--- src/rtl/instr_decode_pkg.sv ---
// Shared decode definitions for instr_decode_pipe: opcode and ALU-control encodings,
// the decoded-control record, and the opcode decoder.
package instr_decode_pkg;

    localparam logic [5:0] OP_ADD  = 6'd1;
    localparam logic [5:0] OP_SUB  = 6'd2;
    localparam logic [5:0] OP_ADDI = 6'd3;
    localparam logic [5:0] OP_LW   = 6'd4;
    localparam logic [5:0] OP_SW   = 6'd5;
    localparam logic [5:0] OP_AND  = 6'd6;
    localparam logic [5:0] OP_OR   = 6'd7;
    localparam logic [5:0] OP_NOR  = 6'd8;
    localparam logic [5:0] OP_BEQ  = 6'd9;
    localparam logic [5:0] OP_BNE  = 6'd10;
    localparam logic [5:0] OP_SLT  = 6'd11;
    localparam logic [5:0] OP_EOF  = 6'd12;

    localparam logic [3:0] ALU_ADD = 4'd0;
    localparam logic [3:0] ALU_SUB = 4'd1;
    localparam logic [3:0] ALU_AND = 4'd2;
    localparam logic [3:0] ALU_OR  = 4'd3;
    localparam logic [3:0] ALU_NOR = 4'd4;
    localparam logic [3:0] ALU_SLT = 4'd5;

    typedef struct packed {
        logic [3:0] alu_ctrl;
        logic       alu_src_b;
        logic       mem_wr;
        logic       wb_sel;
        logic       wb_en;
        logic       wb_to_rd;   // destination is rd (R-type) rather than rt
        logic       is_beq;
        logic       is_bne;
        logic       is_eof;
    } ctrl_t;

    // Unknown opcodes fall through to the all-zero record, i.e. a nop.
    function automatic ctrl_t decode_op(input logic [5:0] op);
        ctrl_t c;
        c = '0;
        case (op)
            OP_ADD:  begin c.wb_en = 1'b1; c.wb_to_rd = 1'b1; c.alu_ctrl = ALU_ADD; end
            OP_SUB:  begin c.wb_en = 1'b1; c.wb_to_rd = 1'b1; c.alu_ctrl = ALU_SUB; end
            OP_AND:  begin c.wb_en = 1'b1; c.wb_to_rd = 1'b1; c.alu_ctrl = ALU_AND; end
            OP_OR:   begin c.wb_en = 1'b1; c.wb_to_rd = 1'b1; c.alu_ctrl = ALU_OR;  end
            OP_NOR:  begin c.wb_en = 1'b1; c.wb_to_rd = 1'b1; c.alu_ctrl = ALU_NOR; end
            OP_SLT:  begin c.wb_en = 1'b1; c.wb_to_rd = 1'b1; c.alu_ctrl = ALU_SLT; end
            OP_ADDI: begin c.wb_en = 1'b1; c.alu_src_b = 1'b1; end
            OP_LW:   begin c.wb_en = 1'b1; c.alu_src_b = 1'b1; c.wb_sel = 1'b1; end
            OP_SW:   begin c.mem_wr = 1'b1; c.alu_src_b = 1'b1; end
            OP_BEQ:  begin c.is_beq = 1'b1; c.alu_ctrl = ALU_SUB; end
            OP_BNE:  begin c.is_bne = 1'b1; c.alu_ctrl = ALU_SUB; end
            OP_EOF:  c.is_eof = 1'b1;
            default: c = '0;
        endcase
        return c;
    endfunction

endpackage

--- src/rtl/reg_file_param.sv ---
// Register file: two asynchronous read ports, one synchronous write port,
// register 0 hard-wired to zero.
module reg_file_param #(
    parameter int  XLEN = 32,
    parameter int  NREG = 32,
    localparam int AW   = $clog2(NREG)
) (
    input  logic            clk,
    input  logic            reset,
    input  logic [AW-1:0]   ra1,
    input  logic [AW-1:0]   ra2,
    output logic [XLEN-1:0] rd1,
    output logic [XLEN-1:0] rd2,
    input  logic            we,
    input  logic [AW-1:0]   wa,
    input  logic [XLEN-1:0] wd
);

    logic [XLEN-1:0] mem_q [NREG];
    logic [XLEN-1:0] mem_d [NREG];

    always_comb begin
        // NOTE: mem_d takes the current contents first so every path assigns it; no latch.
        mem_d = mem_q;
        if (we && (wa != '0)) mem_d[wa] = wd;
    end

    always_ff @(posedge clk or posedge reset) begin
        if (reset) begin
            // NOTE: the array is reset because every register must read 0 straight after reset.
            for (int i = 0; i < NREG; i++) mem_q[i] <= '0;
        end else begin
            mem_q <= mem_d;
        end
    end

    assign rd1 = (ra1 == '0) ? '0 : mem_q[ra1];
    assign rd2 = (ra2 == '0) ? '0 : mem_q[ra2];

endmodule

--- src/rtl/instr_decode_pipe.sv ---
// Registered decode stage with busy-bit scoreboard and RUN/HALT controller.
// Define DECODE_WB_BYPASS_EN to forward same-cycle write-back data into the operands.
module instr_decode_pipe
    import instr_decode_pkg::*;
#(
    parameter int  XLEN       = 32,
    parameter int  NREG       = 32,
    parameter int  IMM_SIGNED = 0,
    localparam int AW         = $clog2(NREG)
) (
    input  logic            clk,
    input  logic            reset,
    input  logic            in_valid,
    output logic            in_ready,
    input  logic [31:0]     in_instr,
    input  logic [XLEN-1:0] in_pc,
    output logic            out_valid,
    input  logic            out_ready,
    output logic [XLEN-1:0] out_rd1,
    output logic [XLEN-1:0] out_rd2,
    output logic [XLEN-1:0] out_imm,
    output logic [XLEN-1:0] out_br_target,
    output logic [3:0]      out_alu_ctrl,
    output logic            out_alu_src_b,
    output logic            out_mem_wr,
    output logic            out_wb_sel,
    output logic            out_wb_en,
    output logic            out_br_taken,
    output logic [AW-1:0]   out_wb_addr,
    input  logic            wr_en,
    input  logic [AW-1:0]   wr_addr,
    input  logic [XLEN-1:0] wr_data,
    output logic            halted
);

    typedef enum logic {ST_RUN, ST_HALT} state_e;

    typedef struct packed {
        logic [XLEN-1:0] rd1;
        logic [XLEN-1:0] rd2;
        logic [XLEN-1:0] imm;
        logic [XLEN-1:0] br_target;
        logic [3:0]      alu_ctrl;
        logic            alu_src_b;
        logic            mem_wr;
        logic            wb_sel;
        logic            wb_en;
        logic            br_taken;
        logic [AW-1:0]   wb_addr;
    } out_t;

    state_e          state_q, state_d;
    out_t            out_q, out_d;
    logic            out_valid_q, out_valid_d;
    logic [NREG-1:0] busy_q, busy_d;

    ctrl_t           ctrl;
    logic [AW-1:0]   rs_a, rt_a, rd_a, wb_addr_dec;
    logic [XLEN-1:0] rf_rd1, rf_rd2, rd1_val, rd2_val, imm_ext;
    logic            hit_rs, hit_rt, stall, accept, br_taken;

    assign ctrl = decode_op(in_instr[31:26]);
    assign rs_a = AW'(in_instr[25:21]);
    assign rt_a = AW'(in_instr[20:16]);
    assign rd_a = AW'(in_instr[15:11]);

    reg_file_param #(.XLEN(XLEN), .NREG(NREG)) u_rf (
        .clk   (clk),
        .reset (reset),
        .ra1   (rs_a),
        .ra2   (rt_a),
        .rd1   (rf_rd1),
        .rd2   (rf_rd2),
        .we    (wr_en),
        .wa    (wr_addr),
        .wd    (wr_data)
    );

    assign hit_rs = wr_en && (wr_addr == rs_a) && (rs_a != '0);
    assign hit_rt = wr_en && (wr_addr == rt_a) && (rt_a != '0);

`ifdef DECODE_WB_BYPASS_EN
    assign rd1_val = hit_rs ? wr_data : rf_rd1;
    assign rd2_val = hit_rt ? wr_data : rf_rd2;
    assign stall   = (busy_q[rs_a] && !hit_rs) || (busy_q[rt_a] && !hit_rt);
`else
    // Without forwarding a register written this cycle is only readable next cycle.
    assign rd1_val = rf_rd1;
    assign rd2_val = rf_rd2;
    assign stall   = busy_q[rs_a] || busy_q[rt_a] || hit_rs || hit_rt;
`endif

    assign imm_ext = (IMM_SIGNED != 0) ? {{(XLEN-16){in_instr[15]}}, in_instr[15:0]}
                                       : {{(XLEN-16){1'b0}}, in_instr[15:0]};
    assign wb_addr_dec = !ctrl.wb_en ? '0 : (ctrl.wb_to_rd ? rd_a : rt_a);
    assign br_taken    = (ctrl.is_beq && (rd1_val == rd2_val)) ||
                         (ctrl.is_bne && (rd1_val != rd2_val));

    assign in_ready = (state_q == ST_RUN) && !stall && (!out_valid_q || out_ready);
    assign accept   = in_valid && in_ready;

    always_comb begin
        state_d     = state_q;
        out_d       = out_q;
        out_valid_d = out_valid_q && !out_ready;
        busy_d      = busy_q;
        if (wr_en) busy_d[wr_addr] = 1'b0;
        if (accept) begin
            out_valid_d         = 1'b1;
            out_d.rd1           = rd1_val;
            out_d.rd2           = rd2_val;
            out_d.imm           = imm_ext;
            out_d.br_target     = in_pc + imm_ext;
            out_d.alu_ctrl      = ctrl.alu_ctrl;
            out_d.alu_src_b     = ctrl.alu_src_b;
            out_d.mem_wr        = ctrl.mem_wr;
            out_d.wb_sel        = ctrl.wb_sel;
            out_d.wb_en         = ctrl.wb_en;
            out_d.br_taken      = br_taken;
            out_d.wb_addr       = wb_addr_dec;
            // Set after the clear so a same-edge set and clear leaves the bit set.
            if (ctrl.wb_en && (wb_addr_dec != '0)) busy_d[wb_addr_dec] = 1'b1;
            if (ctrl.is_eof) state_d = ST_HALT;
        end
    end

    always_ff @(posedge clk or posedge reset) begin
        if (reset) begin
            state_q     <= ST_RUN;
            out_q       <= '0;
            out_valid_q <= 1'b0;
            busy_q      <= '0;
        end else begin
            // NOTE: non-blocking so every state element samples pre-edge values together.
            state_q     <= state_d;
            out_q       <= out_d;
            out_valid_q <= out_valid_d;
            busy_q      <= busy_d;
        end
    end

    assign out_valid     = out_valid_q;
    assign out_rd1       = out_q.rd1;
    assign out_rd2       = out_q.rd2;
    assign out_imm       = out_q.imm;
    assign out_br_target = out_q.br_target;
    assign out_alu_ctrl  = out_q.alu_ctrl;
    assign out_alu_src_b = out_q.alu_src_b;
    assign out_mem_wr    = out_q.mem_wr;
    assign out_wb_sel    = out_q.wb_sel;
    assign out_wb_en     = out_q.wb_en;
    assign out_br_taken  = out_q.br_taken;
    assign out_wb_addr   = out_q.wb_addr;
    assign halted        = (state_q == ST_HALT);

endmodule

--- config.mk ---
export PLATFORM = sky130hd
export DESIGN_NAME = instr_decode_pipe
export DESIGN_NICKNAME = d
export VERILOG_FILES = /design/src/rtl/instr_decode_pkg.sv /design/src/rtl/reg_file_param.sv /design/src/rtl/instr_decode_pipe.sv
export SDC_FILE = /design/constraint.sdc
export NUM_CORES = 2
export LEC_CHECK = 0
export CORE_ASPECT_RATIO = 2
export CORE_UTILIZATION = 55
export DETAILED_ROUTE_END_ITERATION = 6
export PLACE_DENSITY = 0.79
export SYNTH_ARGS = -nofsm -noshare
export SYNTH_HDL_FRONTEND = slang
export SYNTH_SLANG_ARGS = --single-unit
export TNS_END_PERCENT = 100
--- constraint.sdc ---
create_clock -name clk -period 56.2 [get_ports clk]
set_input_delay 11.24 -clock clk [delete_from_list [all_inputs] [get_ports clk]]
set_output_delay 11.24 -clock clk [all_outputs]
set_load 0.01 [all_outputs]
Word-level counts from Yosys, hierarchy flattened:

Cells that the tools add are included.

* logic and storage cells: 148
* bits in registers: 1184

* $add $sub $neg: 1
* reduce and logical (&&, ||, !) cells: 34
* $lt $le $gt $ge: 10
* equal/unequal tests: 16
* muxes and demuxes: 34
* bitwise logic cells: 7

Operator list (number)
* 1024-bit bitwise mux: 1
* 32-bit binary-select mux with 5-bit select: 2
* 32-bit two-way mux: 10
* 32-bit demux with 5-bit select: 1
* 32-bit by 16-bit adder with 32-bit output: 1
* 32-bit AND: 1
* 32-bit equality test: 1
* 32-bit != test: 1
* 32-bit NOT: 1
* 32-bit OR: 1
* 6-bit by 4-bit equality test with 1-bit output, second input constant: 5
* 6-bit by 3-bit equality test with 1-bit output, second input constant: 4
* 5-bit by 6-bit less-than comparator with 1-bit output, second input constant: 4
* 5-bit nonzero test: 4
* 6-bit >= comparator, second input constant: 3
* 5-bit NOT with 6-bit output: 3
* 1-bit logical AND: 15
* 3-bit case mux with 5 select lines: 1
* 1-bit two-way mux: 13
* 6-bit by 2-bit equality test with 1-bit output, second input constant: 2
* 1-bit binary-select mux with 5-bit select: 2
* 1-bit demux with 5-bit select: 2
* 5-bit equality test: 2
* 5-bit by 1-bit >= comparator with 1-bit output, second input constant: 2
* other kinds (11): 20

Depth between registers and ports, before layout:

* depth in word-level cells: 12
* depth in mapped cells: 15
* depth with buffers taken out: 12

Cells and area by module:

Synthesis repeated with hierarchy kept, for this count alone.

* cells, all modules: 4418
* area, all modules: 64234.1 sq um

By module, submodules not included
* reg_file_param: area each 55295.5 sq um, times used 1, cells each 3613
* instr_decode_pipe: area each 8938.6 sq um, times used 1, cells each 805

Worst setup path before layout:

OpenSTA, ideal clock, no wires.

* path type: input -> output
* from: in in_instr[21]
* to: out in_ready
* data required time: 44960 ps
* cell stages on the path: 6
* setup slack: 32104 ps
* path buffers: 2
* data arrival time: 12856 ps
* path through: buf_4 -> buf_6 -> mux4_2 -> mux4_2 -> mux2i_1 -> and3_1

* cells in the longest elaborated chain, start to end: 8
* elaborated cells on any way between the ends: 12
* those cells by class: eq/ne: 1; mux: 2; reduce/logical: 9

Ends and longest elaborated chain
* from (decl): line instr_decode_pipe.sv:15 `input logic [31:0] in_instr,`
* 1-bit binary-select mux with 5-bit select / 5-bit equality test (equally long branches): line instr_decode_pipe.sv:90, instr_decode_pipe.sv:79
* 1-bit two-way mux (not written as such) / 1-bit logical AND (equally long branches): line instr_decode_pipe.sv:90, instr_decode_pipe.sv:79
* 1-bit logical OR / 1-bit logical AND (equally long branches): line instr_decode_pipe.sv:90, instr_decode_pipe.sv:79
* 1-bit logical OR (*) (2 in series): line instr_decode_pipe.sv:90 `assign stall = busy_q[rs_a] || busy_q[rt_a] || hit_rs || hit_rt;`
* 1-bit zero test (*): line instr_decode_pipe.sv:99 `assign in_ready = (state_q == ST_RUN) && !stall && (!out_valid_q || out_ready);`
* 1-bit logical AND (*) (2 in series): line instr_decode_pipe.sv:99
* to (decl): line instr_decode_pipe.sv:14 `output logic in_ready,`

Mark *: on every way between the ends. The rest lies on a longest branch, timed or not. The select of a mux whose other input is x is not followed.

Worst setup path after layout:

* from: in in_instr[25]
* to: out in_ready

The elaborated chain is that of the path after synthesis.

==> results.toml <==
[outcome]
outcome = "completed"

[sta]
period_minus_slack_ns = 26.33
fmax_ghz = 0.0380
timing_worst_slew_pin_value_ns = 1.16
rsz0062_at_grt = "false"
fin_skew_ns = 0.0417
setup-violations-final = 0
tns_ns = 0
slew_viol_final = 0
hold_viol = 0
period_share_pct = 46.8
slew_headroom_pct = 22.7

[drt]
dr.max_layer_used = "met5"
dr_wl_met3_um = 19400
vias = 41400
drtIter0Drc = 4670
viasPerCell = 7.07
drc = 0
postRouteAntennaNets = 0
wl_met2_um = 93400
drtPass1Iterations = 7
wire_per_inst_um = 33.4
drt-met1-wl_um = 65200
wl_um = 196000

[min_path]
hold_path_depth = 0
hold_path.class = "flop to flop"

[die]
die_h_um = 476
placementRows = 173
dieArea_um2 = 114000
core_um2 = 111000
io_pins = 251
initial_core_util_pct = 55.6
die_w_um = 239

[pwr]
p_switching_mw = 0.719
internal_power_mw = 1.79
leakage_nw = 29.5
clkPwrFrac_pct = 31.3
power.density_nw_per_um2 = 36.6
comb_power_share_pct = 23.1
share_seq_of_total_power_pct = 45.5
vdd_ir_drop_max_v = 0.0000255
power.share.switching_pct = 28.6

[yosys]
ys_seq_area_share_pct = 47.9
synth.cells.most_frequent = "dfrtp_1 (1183), mux2_2 (1026), mux4_2 (506)"
synth_most_common_cell = "dfrtp_1"
yosys.area.top_type = "dfrtp_1"
synth_top_area_share_pct = 47.9
synth_area_um2 = 61900
synthTopCellsByArea = "dfrtp_1 (48%), mux2_2 (19%), mux4_2 (18%), mux2i_1 (2.0%), clkbuf_1 (1.6%)"
synth_edf_count = 0
synth_cell_types = 64
syn_inst = 4306
synth-seq-cells = 1183
ys_warn_count = 0
synthArstFlopShare_pct = 100
syn_area_per_cell_um2 = 14.4
synth_ff_type = "dfrtp_1"

[grt]
grt_pass1_wl_um = 288000
grt_start_max_net_pins = 179
track_usage_pct = 35.1
grt.overflow.total = 0
antenna_found_initial = 13
grt_pass1_vias = 43300

[critical_path]
critPathRequiredTime_ns = 44.96
cp_cell_sequence = "clkdlybuf4s50_1, buf_4, or3_1, buf_4, nor3_2, nor4_1, nor4_1, and3_1, clkdlybuf4s50_1"
slowest_delay_ns = 0.87
cp_data_arrival_time_ns = 15.09
criticalPathCategory = "primary input to output port"
critPathMaxFanout = 27
startpoint_type = "primary input"
end_kind = "output port"
slowest_stage = "nor3_2"
r2r.worst_path.cells = 9

[clock_tree]
cts_tree = "done"
cts-root-buf = "clkbuf_16"
clockBufferDepth = 3
cts.repair.resized = 0
htree_levels = 3
cts_setup_buffers = 0
clk_latency_ns = 0.75
cts_buffers = 104
path_clk_slew_ns = 0.06
ctsHoldBuffers = 0
cts_num_sinks = 1183

[placement]
dp_cells = 5656
io_buffers = 233
place_congestion = 0.963
hpwl_um = 115000

[layout]
utilization_pct = 61.7
nets = 4398
drive_gt1_share_pct = 42.6
syn2layout_area_growth_pct = 10.9
stdcell_count = 5863

[job]
cap_violations = 0
[power groups by stage]
stage	Sequential [mW]	Combinational [mW]	Clock, mW
after global placement	1.14	0.557	0
after floorplan	1.13	0.390	0
final	1.14	0.581	0.787
after global routing	1.16	0.616	0.824
after detailed placement	1.15	0.573	0
after CTS	1.14	0.576	0.791
[flip-flops by register name, summed over array words and instances, names as in the netlist]
| name | cells |
|---|---|
| out_rd2 | 32 |
| out_wb_en | 1 |
| out_mem_wr | 1 |
| out_valid | 1 |
| out_wb_sel | 1 |
| out_br_target | 32 |
| u_rf.mem_q | 1024 |
| out_br_taken | 1 |
| out_rd1 | 32 |
| out_alu_src_b | 1 |
| out_imm | 16 |
| out_wb_addr | 5 |
| busy_q | 32 |
| out_alu_ctrl | 3 |
| halted | 1 |
[cells by family after synthesis]
| family | share of synthesized area, % |
|---|---|
| flip-flops | 47.9 |
| multiplexers | 39.1 |
| adder cells (fa/ha/maj) | 0.356 |
| other | 0.00606 |
| buffers and inverters | 3.67 |
| AO/OA/AOI/OAI | 4.78 |
| AND/OR/NAND/NOR | 3.38 |
| XOR/XNOR | 0.849 |
[worst max-delay path: cells and delay by family]
family	cells	cell delay [ns]
buffers and inverters	4	1.59
AND/OR/NAND/NOR	5	2.22
[metrics by stage]
| stage | total power [mW] | hold WS, ns | instance area [um^2] | setup slack, ns |
|---|---|---|---|---|
| after floorplan | 1.52 | 0.425 | 61900 | 11.64 |
| after global placement | 1.69 | 0.360 | 64900 | 30.05 |
| after detailed placement | 1.73 | 0.363 | 64900 | 30.04 |
| after CTS | 2.51 | 0.379 | 68600 | 30.03 |
| after global routing | 2.60 | 0.384 | 68600 | 29.95 |
| final | 2.51 | 0.379 | 68600 | 29.87 |
[layer usage]
layer  vias up  global-route usage [%]
li1      16300                       -
met1     21700                    40.4
met2      2584                    55.2
met3       846                    9.59
met4         8                    27.5
met5         -                       0
[cell type report]
class,count,area [um^2]
fillers,8145,42600
inverters,23,93.8
well taps,1487,1860
clock inverters,44,622
diodes,12,30.0
multi-input cells,2645,30300
repair buffers,318,3050
flip-flops and latches,1183,29600
clock buffers,151,3080
[path summary, 6_finish.rpt]
check,from,to,slack [ns]
setup / recovery,in_instr[25],in_ready,29.87
hold / removal,u_rf.mem_q[1021]$_DFFE_PP0P_,u_rf.mem_q[1021]$_DFFE_PP0P_,0.38
setup reg to reg,u_rf.mem_q[27]$_DFFE_PP0P_,out_br_taken$_DFFE_PP0P_,52.50
hold reg to reg,u_rf.mem_q[1021]$_DFFE_PP0P_,u_rf.mem_q[1021]$_DFFE_PP0P_,0.38
max in group asynchronous,reset,u_rf.mem_q[755]$_DFFE_PP0P_,40.96
min in group asynchronous,reset,u_rf.mem_q[123]$_DFFE_PP0P_,11.10
[cell usage in the layout, fill, tap and decap left out, types with 8 or more instances in the layout]
master	count
a211oi_1	64
a21oi_1	14
a221oi_1	25
a22o_1	15
a22oi_1	101
a31oi_1	8
and3_1	9
buf_4	82
bufinv_16	14
clkbuf_1	18
clkbuf_16	105
clkbuf_8	28
clkdlybuf4s50_1	225
clkinv_2	19
conb_1	17
dfrtp_1	1183
diode_2	12
ha_1	16
inv_1	21
mux2_2	1026
mux2i_1	124
mux4_2	506
nand2_1	216
nand2_2	15
nand3_1	52
nand4_1	9
nor2_1	58
nor2_4	17
nor3_1	8
nor4_1	13
o21ai_0	118
o22ai_1	39
o31ai_1	14
or4_1	8
xnor2_1	17
xor2_1	43
No activity file was read; power rests on OpenSTA's default activity.
